### src/rtl/fp_arb_pkg.sv
// Shared constants and types for the floating-point adder arbiter:
// adder opcodes, the sequencing state enum and the quiet-NaN pattern.
package fp_arb_pkg;

    localparam logic [1:0] OP_IDLE = 2'b00;
    localparam logic [1:0] OP_ADD  = 2'b01;
    localparam logic [1:0] OP_SUB  = 2'b10;
    localparam logic [1:0] OP_RSVD = 2'b11;

    localparam logic [31:0] QNAN = 32'h7FC00000;

    typedef enum logic [1:0] {
        ST_IDLE  = 2'd0,
        ST_ISSUE = 2'd1,
        ST_WAIT  = 2'd2,
        ST_RESP  = 2'd3
    } state_t;

    function automatic logic op_legal(input logic [1:0] op);
        return (op == OP_ADD) || (op == OP_SUB);
    endfunction

endpackage

### src/rtl/rr_arbiter.sv
// NREQ-way round-robin arbiter: scans the request vector starting at ptr_i
// and returns a one-hot grant plus the granted index.
module rr_arbiter #(
    parameter int NREQ = 4,
    parameter int IW   = (NREQ > 1) ? $clog2(NREQ) : 1
) (
    input  logic [NREQ-1:0] req_i,
    input  logic [IW-1:0]   ptr_i,
    input  logic            en_i,
    output logic [NREQ-1:0] gnt_o,
    output logic [IW-1:0]   idx_o,
    output logic            any_o
);

    int k;

    always_comb begin
        gnt_o = '0;
        idx_o = '0;
        any_o = 1'b0;
        k     = 0;
        for (int i = 0; i < NREQ; i++) begin
            // ptr_i never exceeds NREQ-1, so one wrap is enough
            k = int'(ptr_i) + i;
            if (k >= NREQ) begin
                k = k - NREQ;
            end
            if (en_i && !any_o && req_i[k]) begin
                any_o    = 1'b1;
                gnt_o[k] = 1'b1;
                idx_o    = IW'(k);
            end
        end
    end

endmodule

### src/rtl/fp_add_arbiter.sv
// Shares one float_point_add unit between NREQ requesters with round-robin
// arbitration, one operation in flight, illegal-opcode rejection and timeout.
//
//   state    | meaning
//   ---------+--------------------------------------------------------
//   ST_IDLE  | arbitrate, accept one request, capture operands
//   ST_ISSUE | operands and opcode presented to the adder, clear timer
//   ST_WAIT  | hold adder inputs, wait for done or timer expiry
//   ST_RESP  | one-cycle response strobe to the granted requester
module fp_add_arbiter
    import fp_arb_pkg::*;
#(
    parameter int NREQ    = 4,
    parameter int TIMEOUT = 64
) (
    input  logic                 clk,
    input  logic                 resetn,
    input  logic [NREQ-1:0]      iReqValid,
    input  logic [NREQ*32-1:0]   iReqA,
    input  logic [NREQ*32-1:0]   iReqB,
    input  logic [NREQ*2-1:0]    iReqOp,
    output logic [NREQ-1:0]      oReqReady,
    output logic [NREQ-1:0]      oRspValid,
    output logic [31:0]          oRspF,
    output logic                 oRspErr,
    output logic [31:0]          oA,
    output logic [31:0]          oB,
    output logic [1:0]           oOp,
    input  logic [31:0]          iF,
    input  logic                 iDone
);

    localparam int IW = (NREQ > 1) ? $clog2(NREQ) : 1;
    localparam int CW = (TIMEOUT > 2) ? $clog2(TIMEOUT) : 1;

    state_t          state_q, state_d;
    logic [IW-1:0]   ptr_q, ptr_d;
    logic [IW-1:0]   g_q, g_d;
    logic [31:0]     a_q, a_d;
    logic [31:0]     b_q, b_d;
    logic [1:0]      op_q, op_d;
    logic [CW-1:0]   cnt_q, cnt_d;
    logic [31:0]     rsp_q, rsp_d;
    logic            err_q, err_d;

    logic [NREQ-1:0] gnt;
    logic [IW-1:0]   gnt_idx;
    logic            gnt_any;
    logic            arb_en;
    logic [1:0]      sel_op;

    // Grants are suppressed while reset is held so no request looks accepted.
    assign arb_en = (state_q == ST_IDLE) && resetn;

    rr_arbiter #(
        .NREQ (NREQ),
        .IW   (IW)
    ) u_rr_arbiter (
        .req_i (iReqValid),
        .ptr_i (ptr_q),
        .en_i  (arb_en),
        .gnt_o (gnt),
        .idx_o (gnt_idx),
        .any_o (gnt_any)
    );

    assign sel_op = iReqOp[int'(gnt_idx)*2 +: 2];

    always_comb begin
        state_d = state_q;
        ptr_d   = ptr_q;
        g_d     = g_q;
        a_d     = a_q;
        b_d     = b_q;
        op_d    = op_q;
        cnt_d   = cnt_q;
        rsp_d   = rsp_q;
        err_d   = err_q;
        case (state_q)
            ST_IDLE: begin
                if (gnt_any) begin
                    g_d   = gnt_idx;
                    ptr_d = (gnt_idx == IW'(NREQ-1)) ? '0 : gnt_idx + 1'b1;
                    if (op_legal(sel_op)) begin
                        a_d     = iReqA[int'(gnt_idx)*32 +: 32];
                        b_d     = iReqB[int'(gnt_idx)*32 +: 32];
                        op_d    = sel_op;
                        state_d = ST_ISSUE;
                    end else begin
                        err_d   = 1'b1;
                        rsp_d   = QNAN;
                        state_d = ST_RESP;
                    end
                end
            end
            ST_ISSUE: begin
                cnt_d   = '0;
                state_d = ST_WAIT;
            end
            ST_WAIT: begin
                // Done takes priority over expiry in the same cycle.
                if (iDone) begin
                    rsp_d   = iF;
                    err_d   = 1'b0;
                    state_d = ST_RESP;
                end else if (cnt_q == CW'(TIMEOUT-2)) begin
                    rsp_d   = QNAN;
                    err_d   = 1'b1;
                    state_d = ST_RESP;
                end else begin
                    cnt_d = cnt_q + 1'b1;
                end
            end
            ST_RESP: begin
                state_d = ST_IDLE;
            end
            default: begin
                state_d = ST_IDLE;
            end
        endcase
    end

    always_ff @(posedge clk or negedge resetn) begin
        if (!resetn) begin
            state_q <= ST_IDLE;
            ptr_q   <= '0;
            g_q     <= '0;
            a_q     <= '0;
            b_q     <= '0;
            op_q    <= OP_IDLE;
            cnt_q   <= '0;
            rsp_q   <= '0;
            err_q   <= 1'b0;
        end else begin
            state_q <= state_d;
            ptr_q   <= ptr_d;
            g_q     <= g_d;
            a_q     <= a_d;
            b_q     <= b_d;
            op_q    <= op_d;
            cnt_q   <= cnt_d;
            rsp_q   <= rsp_d;
            err_q   <= err_d;
        end
    end

    always_comb begin
        oRspValid = '0;
        if (state_q == ST_RESP) begin
            oRspValid[g_q] = 1'b1;
        end
    end

    assign oReqReady = gnt;
    assign oRspF     = rsp_q;
    assign oRspErr   = (state_q == ST_RESP) && err_q;
    assign oA        = a_q;
    assign oB        = b_q;
    assign oOp       = ((state_q == ST_ISSUE) || (state_q == ST_WAIT)) ? op_q : OP_IDLE;

endmodule

### config.mk
export PLATFORM = sky130hd
export DESIGN_NAME = fp_add_arbiter
export DESIGN_NICKNAME = d
export VERILOG_FILES = /design/src/rtl/fp_arb_pkg.sv /design/src/rtl/rr_arbiter.sv /design/src/rtl/fp_add_arbiter.sv
export SDC_FILE = /design/constraint.sdc
export NUM_CORES = 1
export LEC_CHECK = 0
export BUFFER_PORTS_ARGS = -buffer_cell sky130_fd_sc_hd__buf_2
export CAP_MARGIN = 20
export CORE_AREA = 5 5 158 160
export DETAILED_ROUTE_END_ITERATION = 8
export DIE_AREA = 0 0 163 165
export SYNTH_ARGS = -nofsm -noshare
export SYNTH_HDL_FRONTEND = slang
export SYNTH_SLANG_ARGS = --single-unit
### constraint.sdc
create_clock -name clk -period 5.09 [get_ports clk]
set_clock_uncertainty 0.15 [all_clocks]
set_input_delay 0 -clock clk [delete_from_list [all_inputs] [get_ports clk]]
set_output_delay 0 -clock clk [all_outputs]
set_load 0.01 [all_outputs]
==> reports/summary.txt <==
Status: finished with violations
Failing checks: negative hold slack
Cell with the most instances after synthesis: nand2_1
DR pass1 iterations: 4
Mapped cell area: 7200 um^2
Mapped Cells: 740
Number of port buffers: 409
DP Wirelength: 19800 um
Reg-to-reg critical path startpoint: ptr_q[0]
Net Count, Synth: 1058
Critical path origin: ptr_q[0]
Worst slew margin: 0.334
Power density over the cells: 484 nW/um^2
Initial antenna violation count: 0
Gate power share: 0.575
Max Cap Viol: 0
Switching share of power: 0.397
Final hold vios: 1
VDD IR max: 0.000203 V
First-pass GRT wire length: 41200 um
HP Start: iReqA[85]
DP Cell Count: 1415
Clock-pin slew on the worst setup and hold paths: 0.08 ns
Share of the yosys chip area belonging to registers: 0.386
Non-Filler Instances: 1569
Post-route ant nets: 0
Clock sinks: 111
Starting Density: 0.310
Gr ovfl total: 0
DR iter-0 viols: 502
CP endpoint kind: flop
Top cells by area, synth: dfrtp_1 39%, mux2_4 13%, nand2_1 7.4%
Clock power share: 0.136
Seq pwr share: 0.289
Mean Syn Cell Area: 9.73 um^2
Fill cells: 2232
Worst-Skew Late Latency: 0.35 ns
Cts bufs inserted: 9
Drt drc: 0
Crit path required time: 5.23 ns
Leak: 0.00541 uW
Via count: 7642
Top cell type by total area after synthesis: dfrtp_1
Seq cells post-synth: 111
Pin slew with the least headroom to its limit: 0.996 ns
Vias per inst: 4.87
Hold Path Class: input pin to flop
Pins over their slew limit: 0
Critical Path AT: 4.65 ns
Core Box Area: 23300 um^2
Largest net degree at the start of global routing: 131
Post-synth EDFFs: 0
Startpoint Class: flop
Share of the synthesized area in the top cell type: 0.386
Drt total wl: 27000 um
NetSw: 2150 uW
CTS tree: built
Min cycle time layout: 4.51 ns
Rows: 56
Clock Path Buffers: 2
Asr flop ratio synth: 1.00
Worst-path fanout max: 52
Total negative setup slack: 0 ns
Post-synth cell types: 50
Crit Path Class: flop to flop
Layout cells sized above 1: 0.409
Die area: 26900 um^2
Gp weighted congestion: 0.828
Capture point of the worst path: oA[16]
R2R setup slack: 0.58 ns
# setup viols final: 0
Die W: 163 um
# H-tree levels: 3
Clock Tree Root: clkbuf_16
Period utilization: 0.885
Crit Reg-Reg Endpoint: oA[16]
Chip height: 165 um
FMAX: 222 MHz
Number of global-route vias before repair: 7870
Area Growth Syn to Fin: 55.1%
Boundary Pins: 410
RSZ-0062 raised after global routing: false
Per-cell routed wire length: 17.2 um
Ys Warns: 0
Post-CTS Setup Bufs: 0
Main synth FF type: dfrtp_1
Fin Hold WS: -0.00483 ns
Final net count: 1562
Internal power: 3260 uW
R2R cell count: 12
Total GRT Usage: 0.192
Synth top cells by count: 142 x nand2_1, 111 x dfrtp_1, 69 x and2_1
kinds of logic after synthesis:
| kind of cell | synth area share |
|---|---|
| AO/OA/AOI/OAI | 0.202 |
| buffers and inverters | 0.0472 |
| XOR/XNOR | 0.00869 |
| AND/OR/NAND/NOR | 0.170 |
| adder cells (fa/ha/maj) | 0.0261 |
| multiplexers | 0.161 |
| flip-flops | 0.386 |
routing by layer:
metal | global-route usage | share of wire | vias to the layer above
met2 | 0.340 | 0.51 | 321
met3 | 0.0384 | 0.067 | 55
met4 | 0.0808 | 0.033 | 0
li1 | - | - | 3688
met1 | 0.226 | 0.39 | 3578
met5 | 0 | 0 | -
power groups by stage:
stage | Sequential, uW | Clock, uW | Combinational, uW
after global routing | 1620 | 801 | 3370
after detailed placement | 1560 | 0 | 2810
final | 1560 | 735 | 3110
after global placement | 1570 | 0 | 2760
after floorplan | 1680 | 0 | 1700
after CTS | 1560 | 765 | 3110
through the flow:
stage | setup slack, ns | util | cell area, um^2 | hold slack, ns | power, uW
floorplan | 1.33 | - | 7200 | -0.446 | 3370
global placement | 0.761 | 0.408 | 9500 | 0.0144 | 4320
detailed placement | 0.645 | 0.408 | 9500 | 0.0147 | 4370
CTS | 0.606 | 0.480 | 11200 | 0.00406 | 5440
global route | 0.319 | 0.480 | 11200 | 0.0136 | 5780
finish | 0.583 | 0.480 | 11200 | -0.00483 | 5410
worst min-delay path by stage:
stage | to | slack [ns] | depth (start not counted)
after global routing | oB[25] | 0.01 | 4
final | oA[21] | -0.005 | 4
after CTS | oA[31] | 0.004 | 4
after floorplan | cnt_q[0] | -0.45 | 0
after global placement | cnt_q[5] | 0.01 | 2
after detailed placement | cnt_q[5] | 0.01 | 2
registers in the layout, summed over array words and instances (netlist names):
register and count:
oA 32, ptr_q 2, err_q 1, g_q 2, oRspF 32, op_q 2, state_q 2, cnt_q 6
oB 32
worst max-delay path: stages, from the launching register on:
cell	delay [ns]
dfrtp_1	0.75
inv_1	0.29
ha_1	0.45
or3b_1	0.36
o21ai_1	0.19
a211o_1	0.21
o21a_4	0.49
buf_12	0.29
and2_1	0.16
a211oi_1	0.05
a31oi_1	0.22
dlygate4sd3_1	0.60
mux2_4	0.15
cells in the final DEF (no fill, tap or decap), drive strengths merged, types with 15 or more instances in the layout:
cell type and n:
ha 15, a211oi 65, nor2 17, buf 421, dlygate4sd3 136, a31oi 64, mux2 66, and2 69
nand2 143, mux2i 16, dfrtp 111, a32o 23
area by class of cell:
cell class	count	area (um^2)	area share
Antenna cell	1	2.50	0.000224
Clock buffer	9	225	0.0202
Clock inverter	7	78.8	0.00705
Inverter	10	37.5	0.00336
Multi-Input combinational cell	555	4100	0.367
Sequential cell	111	2780	0.249
Tap cell	319	399	0.0357
Timing Repair Buffer	557	3550	0.318
timing repair:
item | CTS | global route
hold buffers | 136 | 0
endpoints found under the hold margin | 129 | 0
gates resized for setup | 0 | 0
No activity file was read; power rests on OpenSTA's default activity.
